`src/rtl/duration_bcd_display.sv`:
```
// Converts an 8-bit duration to three BCD digits (one double-dabble shift per clock)
// and scans them onto a 3-digit common-anode 7-segment display. Optional macro: LEAD_ZERO_BLANK_EN.
module duration_bcd_display #(
    parameter int REFRESH_DIV = 1000,
    parameter int REFRESH_W   = 10
) (
    input  logic       clk,
    input  logic       rst,
    input  logic [7:0] value,
    output logic       busy,
    output logic       done,
    output logic [3:0] bcd_2,
    output logic [3:0] bcd_1,
    output logic [3:0] bcd_0,
    output logic [6:0] seg,
    output logic [2:0] an
);

    typedef enum logic {IDLE, CONV} state_t;

    state_t      state;
    logic [7:0]  last_value;
    logic [19:0] shift_reg;
    logic [2:0]  iter;
    logic [19:0] shift_next;

    // Add-3 is applied per nibble with no carry out, then the whole register shifts.
    function automatic logic [19:0] dabble_step(input logic [19:0] r);
        logic [19:0] t;
        t = r;
        for (int i = 0; i < 3; i++) begin
            if (t[8+4*i +: 4] >= 4'd5)
                t[8+4*i +: 4] = t[8+4*i +: 4] + 4'd3;
        end
        return {t[18:0], 1'b0};
    endfunction

    function automatic logic [6:0] seg_decode(input logic [3:0] d);
        logic [6:0] s;
        case (d)
            4'd0:    s = 7'h40;
            4'd1:    s = 7'h79;
            4'd2:    s = 7'h24;
            4'd3:    s = 7'h30;
            4'd4:    s = 7'h19;
            4'd5:    s = 7'h12;
            4'd6:    s = 7'h02;
            4'd7:    s = 7'h78;
            4'd8:    s = 7'h00;
            4'd9:    s = 7'h10;
            default: s = 7'h7F;
        endcase
        return s;
    endfunction

    assign shift_next = dabble_step(shift_reg);

    always_ff @(posedge clk) begin
        if (rst) begin
            state      <= IDLE;
            last_value <= 8'd0;
            shift_reg  <= 20'd0;
            iter       <= 3'd0;
            bcd_2      <= 4'd0;
            bcd_1      <= 4'd0;
            bcd_0      <= 4'd0;
            busy       <= 1'b0;
            done       <= 1'b0;
        end else begin
            done <= 1'b0;
            case (state)
                IDLE: begin
                    if (value != last_value) begin
                        shift_reg  <= {12'd0, value};
                        last_value <= value;
                        iter       <= 3'd0;
                        busy       <= 1'b1;
                        state      <= CONV;
                    end
                end
                CONV: begin
                    shift_reg <= shift_next;
                    iter      <= iter + 3'd1;
                    // The eighth shift completes the result; commit it straight from the shifter.
                    if (iter == 3'd7) begin
                        bcd_2 <= shift_next[19:16];
                        bcd_1 <= shift_next[15:12];
                        bcd_0 <= shift_next[11:8];
                        done  <= 1'b1;
                        busy  <= 1'b0;
                        state <= IDLE;
                    end
                end
                default: state <= IDLE;
            endcase
        end
    end

    logic [REFRESH_W-1:0] refresh_cnt;
    logic [1:0]           digit_idx;
    logic                 wrap;
    logic [1:0]           idx_next;
    logic [3:0]           digit_sel;
    logic                 blank_sel;
    logic [2:0]           an_next;
    logic [6:0]           seg_next;

    assign wrap = (refresh_cnt == REFRESH_W'(REFRESH_DIV - 1));

    // an and seg are derived from the next index so both change on the same edge as the index.
    always_comb begin
        idx_next = digit_idx;
        if (wrap)
            idx_next = (digit_idx == 2'd2) ? 2'd0 : digit_idx + 2'd1;
        case (idx_next)
            2'd1:    begin digit_sel = bcd_1; an_next = 3'b101; end
            2'd2:    begin digit_sel = bcd_2; an_next = 3'b011; end
            default: begin digit_sel = bcd_0; an_next = 3'b110; end
        endcase
`ifdef LEAD_ZERO_BLANK_EN
        blank_sel = ((idx_next == 2'd2) && (bcd_2 == 4'd0)) ||
                    ((idx_next == 2'd1) && (bcd_2 == 4'd0) && (bcd_1 == 4'd0));
`else
        blank_sel = 1'b0;
`endif
        seg_next = blank_sel ? 7'h7F : seg_decode(digit_sel);
    end

    always_ff @(posedge clk) begin
        if (rst) begin
            refresh_cnt <= '0;
            digit_idx   <= 2'd0;
            an          <= 3'b110;
            seg         <= 7'h40;
        end else begin
            refresh_cnt <= wrap ? '0 : refresh_cnt + 1'b1;
            digit_idx   <= idx_next;
            an          <= an_next;
            seg         <= seg_next;
        end
    end

endmodule

```
`config.mk`:
```
export PLATFORM = sky130hd
export DESIGN_NAME = duration_bcd_display
export DESIGN_NICKNAME = d
export VERILOG_FILES = /design/src/rtl/duration_bcd_display.sv
export SDC_FILE = /design/constraint.sdc
export NUM_CORES = 1
export LEC_CHECK = 0
export ABC_AREA = 1
export CAP_MARGIN = 20
export CORE_MARGIN = 2
export CORE_UTILIZATION = 43
export DETAILED_ROUTE_END_ITERATION = 8
export PLACE_DENSITY = 0.63
export SYNTH_ARGS = -nofsm -noshare
export SYNTH_HDL_FRONTEND = slang
export SYNTH_SLANG_ARGS = --single-unit
```
`constraint.sdc`:
```
create_clock -name clk -period 2.7 [get_ports clk]
set_input_delay 0.54 -clock clk [delete_from_list [all_inputs] [get_ports clk]]
set_output_delay 0.54 -clock clk [all_outputs]
set_load 0.05 [all_outputs]
```
==> run_results.csv, run 1 <==
group,metric,value,unit
place,gp_congestion,0.877,
clock_network,cts_buffer_depth,2,
sta,setup-violations-final,0,
synth,synth_commonest_cells,"117 x nand2_1, 68 x dfxtp_1, 57 x inv_1",
global_route,grt_pass1_vias,2696,
setup_path,crit_fanout,4,
detailed_routing,routed_via_density,4.88,
global_route,grt_pass1_wl,11900,um
synth,synthMostInstantiatedCell,"nand2_1",
synth,async_reset_ff_frac,0,
detailed_routing,drt_wl_total,6910,um
place,dp.cells,582,
floorplanning,rows,31,
layout,instances_no_fill,600,
sta,fin_worst_skew,11.3,ps
setup_path,crit_family,"adder cells",
power,power_density,548,nW/um2
sta,max_clock_freq,389,MHz
synth,synthAdderAreaFrac,0.0539,
detailed_routing,antenna_left,0,
floorplanning,die_area,8270,um2
clock_network,clockRootBuffer,"clkbuf_8",
status,status,"finished, final reports clean",
sta,tns,0,ps
global_route,grt_max_degree,31,
layout,fillCellCount,748,
layout,largest_register_ffs,20,
synth,netlist_area,3250,um2
synth,synth-compound-area-share,0.136,
layout,insertedDiodeCount,0,
setup_path,crit_buf_inv,4,
setup_path,critPathKind,"flop to flop",
sta,whs,421,ps
global_route,gr-usage-all-layers,0.173,
floorplanning,ios,34,
synth,synth_top_family_by_area,"simple AND/OR/NAND/NOR gates",
synth,synth_cell_type_count,30,
setup_path,cp.depth,15,
detailed_routing,first_pass_iters,4,
setup_path,critical_path.startpoint,"refresh_cnt[0]$_SDFF_PP0_",
synth,yosys-mux-area-fraction,0,
clock_network,clkSlewWorstSetupHoldPaths,80,ps
floorplanning,core_area,7290,um2
layout,regArea,1360,um2
place,place.port_buffers,33,
setup_path,endpoint_kind,"flop",
synth,syn_inst,451,
layout,drive_gt1_frac,0.124,
setup_path,cp_slowest_cell,"dfxtp_2",
setup_path,crit_chain,"ha_2 -> nand2_1 -> nor2_1 -> nand2_2 -> inv_4 -> nand3_1 -> o21ai_2 -> inv_2 -> ha_4 -> inv_2 -> o21ai_1 -> inv_1 -> ha_1 -> or2_2 -> a21oi_1",
setup_path,startpoint_type,"flop",
synth,synth_xor_area_frac,0.0243,
setup_path,rr_startpoint,"refresh_cnt[0]$_SDFF_PP0_",
detailed_routing,post_drt_wl_per_cell,11.5,um
layout,area_growth,24.3,%
global_route,grt_util_met3,0.0299,
floorplanning,chipWidth,90.9,um
detailed_routing,vias,2927,
synth,synth_flop_cell,"dfxtp_1",
synth,synthSimpleGateAreaFrac,0.276,
sta,tightest_slew,510,ps
worst_hold_path,hold_depth,1,
worst_hold_path,hp-class,"flop to flop",
synth,netlist_top_cells_area,"dfxtp_1 42%, nand2_1 14%, a21oi_1 6.6%",
floorplanning,die_y,90.9,um
detailed_routing,drt_iter0_markers,95,
synth,syn_area_per_cell,7.20,um2
power,p_leak,1.69,nW
sta,relSlewSlack,0.659,
sta,finalCritPeriodShare,0.952,
layout,finish.utilization,0.554,
detailed_routing,drc,0,
sta,final_max_slew_viol_count,0,
clock_network,htreeDepth,3,
global_route,grt_overflow_total,0,
global_route,grt-busiest-layer,"met2",
setup_path,cp.arrival,2850,ps
run,max_cap_violations,0,
place,dpl_cell_area,3720,um2
layout,fin_nets,520,
setup_path,max_stage_delay,340,ps
synth,yosys_warnings,0,
global_route,antenna_found_initial,0,
worst_hold_path,worstHoldEndpoint,"refresh_cnt[0]$_SDFF_PP0_",
layout,multi_input_area,1640,um2
place,dpl.hpwl,4970,um
synth,netlist.area_leader.share,0.419,
clock_network,numCtsBuffers,9,
sta,finalHoldViolCount,0,
synth,synth_largest_area_cell,"dfxtp_1",
layout,fin_area,4040,um2
synth,synthesis.nets,475,
setup_path,cp_common_cell,"inv_2",
synth,ys_ff_latch,68,
clock_network,clk_latency,340,ps
clock_network,cts_tree,"done",
power,peakVddDrop,0.247,mV
setup_path,rrSetupSlack,130,ps
global_route,met1_usage,0.219,
setup_path,timing.rr.end,"seg[1]$_SDFF_PP0_",
setup_path,ff2ff_path_depth,15,
worst_hold_path,min_from,"refresh_cnt[0]$_SDFF_PP0_",
setup_path,critPathRequiredTime,2970,ps
synth,yosysSeqAreaShare,0.419,
global_route,met2_usage,0.289,
clock_network,clock_sinks,68,
floorplanning,start_util,0.446,
sta,fin_crit,2570,ps
synth,synth-edff-count,0,
[layer usage]
| layer | wire, um | part of all wire | vias to the layer above |
|---|---|---|---|
| met4 | 126 | 0.018 | 0 |
| met2 | 3260 | 0.47 | 49 |
| met3 | 243 | 0.035 | 10 |
| li1 | - | - | 1541 |
| met5 | 0 | 0 | - |
| met1 | 3280 | 0.47 | 1327 |
[power breakdown]
part | switching [W] | internal (W)
clock | 0.000398 | 0.000639
sequential | 0.0000176 | 0.00102
combinational | 0.0000827 | 0.0000520
[logic make-up after synthesis]
group / after synthesis
buf+inv: 73
simple gates: 205
fa+ha+maj: 14
compound gates: 82
xor+xnor: 9
flops: 68
[how the worst max path moves through the flow]
stage | to
finish | seg[1]$_SDFF_PP0_
global route | seg[1]$_SDFF_PP0_
CTS | seg[1]$_SDFF_PP0_
detailed placement | seg[6]$_SDFF_PP1_
global placement | seg[1]$_SDFF_PP0_
floorplan | seg[1]$_SDFF_PP0_
[stage by stage]
stage               setup slack [ps]  power (W)
floorplan                       67.6    0.00115
global placement                66.6    0.00120
detailed placement              9.52    0.00120
global route                   -48.4    0.00230
finish                           129    0.00221
CTS                             3.20    0.00224
[final cells by class]
| class | instances | area share |
|---|---|---|
| multi-input cells | 310 | 0.406 |
| flip-flops and latches | 68 | 0.337 |
| repair buffers | 47 | 0.108 |
| inverters | 60 | 0.0564 |
| clock buffers | 10 | 0.0341 |
| well taps | 99 | 0.0307 |
| clock inverters | 6 | 0.0276 |
[cells in the final DEF (no fill, tap or decap), drive strengths merged, types with 3 or more instances in the layout]
master	netlist	layout
a21oi	43	43
a22o	5	5
buf	5	14
bufinv	0	3
clkbuf	8	10
clkdlybuf4s50	0	33
clkinv	1	3
dfxtp	68	68
ha	14	14
inv	59	59
nand2	122	122
nand3	43	43
nor2	27	27
o21ai	30	30
or2	6	6
xor2	7	7
[repair_timing]
item | 4_1_cts | 5_1_grt
gates resized for setup | 2 | 18
hold buffers | 0 | 0
setup endpoints to repair | 2 | 7
setup buffers | 0 | 2
(Power assumes the default switching activity.)
==> run 2, diff against run 1 <==
--- a/config.mk
+++ b/config.mk
@@ -11,6 +11,8 @@
 export CORE_UTILIZATION = 43
 export DETAILED_ROUTE_END_ITERATION = 8
 export PLACE_DENSITY = 0.63
+export SLEW_MARGIN = 20
 export SYNTH_ARGS = -nofsm -noshare
 export SYNTH_HDL_FRONTEND = slang
 export SYNTH_SLANG_ARGS = --single-unit
+export TNS_END_PERCENT = 30
==> results of run 2 <==
Same layout as run 1: the final DEF is identical, and so are final timing and power.
==> run 3, diff against run 2 <==
--- a/config.mk
+++ b/config.mk
@@ -6,11 +6,10 @@
 export NUM_CORES = 1
 export LEC_CHECK = 0
 export ABC_AREA = 1
-export CAP_MARGIN = 20
 export CORE_MARGIN = 2
-export CORE_UTILIZATION = 43
+export CORE_UTILIZATION = 51
 export DETAILED_ROUTE_END_ITERATION = 8
-export PLACE_DENSITY = 0.63
+export PLACE_DENSITY = 0.73
 export SLEW_MARGIN = 20
 export SYNTH_ARGS = -nofsm -noshare
 export SYNTH_HDL_FRONTEND = slang
==> run 3 against run 2 <==
Non-clock buffer count decreased by 1. Clock power shrank 7%. Via count fell by 0.61%. Largest power group unchanged. Clock skew down 2.3 ps. Cell count decreased by 3.8%. Largest cell class unchanged.
==> run_results.csv, run 3 (synthesized netlist as in run 1, its figures left out) <==
group,metric,value,unit
status,status,"finished, final reports clean",
layout,fin_nets,519,
clock_network,cts.hold.buffers_added,0,
floorplanning,start_util,0.521,
clock_network,clkSlewWorstSetupHoldPaths,70,ps
sta,fin_crit,2580,ps
floorplanning,ios,34,
worst_hold_path,hp-class,"flop to flop",
clock_network,clk_latency,340,ps
detailed_routing,routed_via_density,5.04,
floorplanning,rows,29,
clock_network,htreeDepth,3,
global_route,grt_overflow_total,0,
global_route,grt_pass1_wl,11600,um
layout,largest_register_ffs,20,
clock_network,clock_sinks,68,
detailed_routing,antenna_left,0,
setup_path,cp.arrival,2780,ps
global_route,grt_pass1_vias,2653,
sta,relSlewSlack,0.657,
sta,whs,420,ps
detailed_routing,drt_iter0_markers,184,
setup_path,cp_slowest_cell,"o21ai_1",
place,gp_congestion,0.818,
clock_network,clockRootBuffer,"clkbuf_8",
layout,final_common_cell,"nand2_1",
sta,fin_worst_skew,8.93,ps
floorplanning,die_area,7030,um2
detailed_routing,drt_wl_total,6730,um
layout,instances_no_fill,577,
place,place.port_buffers,33,
place,dp.cells,559,
setup_path,critPathKind,"flop to flop",
detailed_routing,vias,2909,
setup_path,crit_fanout,7,
sta,finalCritPeriodShare,0.955,
global_route,grt_max_degree,31,
layout,area_growth,22.5,%
global_route,gr-usage-all-layers,0.201,
clock_network,numCtsBuffers,9,
global_route,antenna_found_initial,0,
clock_network,cts_buffer_depth,2,
layout,insertedDiodeCount,0,
sta,finalHoldViolCount,0,
floorplanning,chipWidth,83.8,um
power,peakVddDrop,0.481,mV
detailed_routing,post_drt_wl_per_cell,11.7,um
clock_network,cts_tree,"done",
sta,tightest_slew,513,ps
setup_path,endpoint_kind,"flop",
power,p_leak,1.68,nW
detailed_routing,drc,0,
floorplanning,core_area,6240,um2
floorplanning,die_y,83.8,um
detailed_routing,first_pass_iters,4,
run,max_cap_violations,0,
power,power_density,538,nW/um2
layout,final_cell_mix,"116 x nand2_1, 67 x dfxtp_1, 55 x inv_1",
sta,setup-violations-final,0,
setup_path,startpoint_type,"flop",
setup_path,max_stage_delay,390,ps
sta,max_clock_freq,388,MHz
sta,final_max_slew_viol_count,0,
place,dpl.hpwl,4720,um
layout,drive_gt1_frac,0.116,
setup_path,critPathRequiredTime,2900,ps
layout,fillCellCount,548,
setup_path,crit_chain,"ha_1 -> nand2_1 -> nor2_1 -> nand2_2 -> inv_2 -> nand3_1 -> o21ai_2 -> inv_1 -> ha_4 -> inv_2 -> buf_4 -> o21ai_1 -> inv_1 -> nand2_1 -> a21oi_1",
[run 3: cell type report]
| type | count | area, um2 | area share |
|---|---|---|---|
| multi-input cells | 310 | 1630 | 0.410 |
| inverters | 60 | 225 | 0.0566 |
| flip-flops and latches | 68 | 1360 | 0.342 |
| repair buffers | 46 | 428 | 0.107 |
| well taps | 77 | 96.3 | 0.0242 |
| clock inverters | 3 | 67.6 | 0.0170 |
| clock buffers | 13 | 169 | 0.0424 |
[run 3: path summary, 6_finish.rpt]
kind | cells past startpoint | from | slack, ps | endpoint
min | 1 | refresh_cnt[0]$_SDFF_PP0_ | 420 | refresh_cnt[0]$_SDFF_PP0_
min reg2reg | 1 | refresh_cnt[0]$_SDFF_PP0_ | 420 | refresh_cnt[0]$_SDFF_PP0_
max | 15 | refresh_cnt[0]$_SDFF_PP0_ | 120 | seg[2]$_SDFF_PP0_
max reg2reg | 15 | refresh_cnt[0]$_SDFF_PP0_ | 120 | seg[2]$_SDFF_PP0_
[run 3: worst max-delay path, delay by kind of cell (launching register included)]
family                   cells  cell delay, ps
adder cells (fa/ha/maj)      2             450
buffers and inverters        5             490
AND/OR/NAND/NOR              5             570
AO/OA/AOI/OAI                3             570
flip-flops                   1             340
[run 3: metal layers]
layer	vias to the layer above	wire [um]	track usage	part of all wire
li1	1538	-	-	-
met2	46	3180	0.335	0.47
met5	-	0	0	0
met3	9	272	0.0514	0.040
met4	0	60	0.0616	0.0089
met1	1316	3210	0.257	0.48
[run 3: timing repair]
action,in CTS,in global routing
pin swaps,0,0
setup endpoints to repair,2,7
setup buffers,1,1
gates resized for setup,1,15
hold endpoints to repair,0,0
[run 3: through the flow]
step | util | power [W] | area (um2) | setup WS (ps) | setup TNS, ps
CTS | 0.630 | 0.00216 | 3930 | 9.09 | 0
finish | 0.638 | 0.00214 | 3980 | 123 | 0
floorplan | - | 0.00115 | 3250 | 67.6 | 0
global placement | 0.591 | 0.00119 | 3690 | 88.5 | 0
global route | 0.638 | 0.00224 | 3980 | -67.4 | -238
detailed placement | 0.591 | 0.00120 | 3690 | 19.0 | 0
[run 3: report_power, final]
group | switching, W | total [W] | internal (W)
clock network | 0.000370 | 0.000966 | 0.000596
registers | 0.0000143 | 0.00104 | 0.00102
logic | 0.0000849 | 0.000137 | 0.0000518
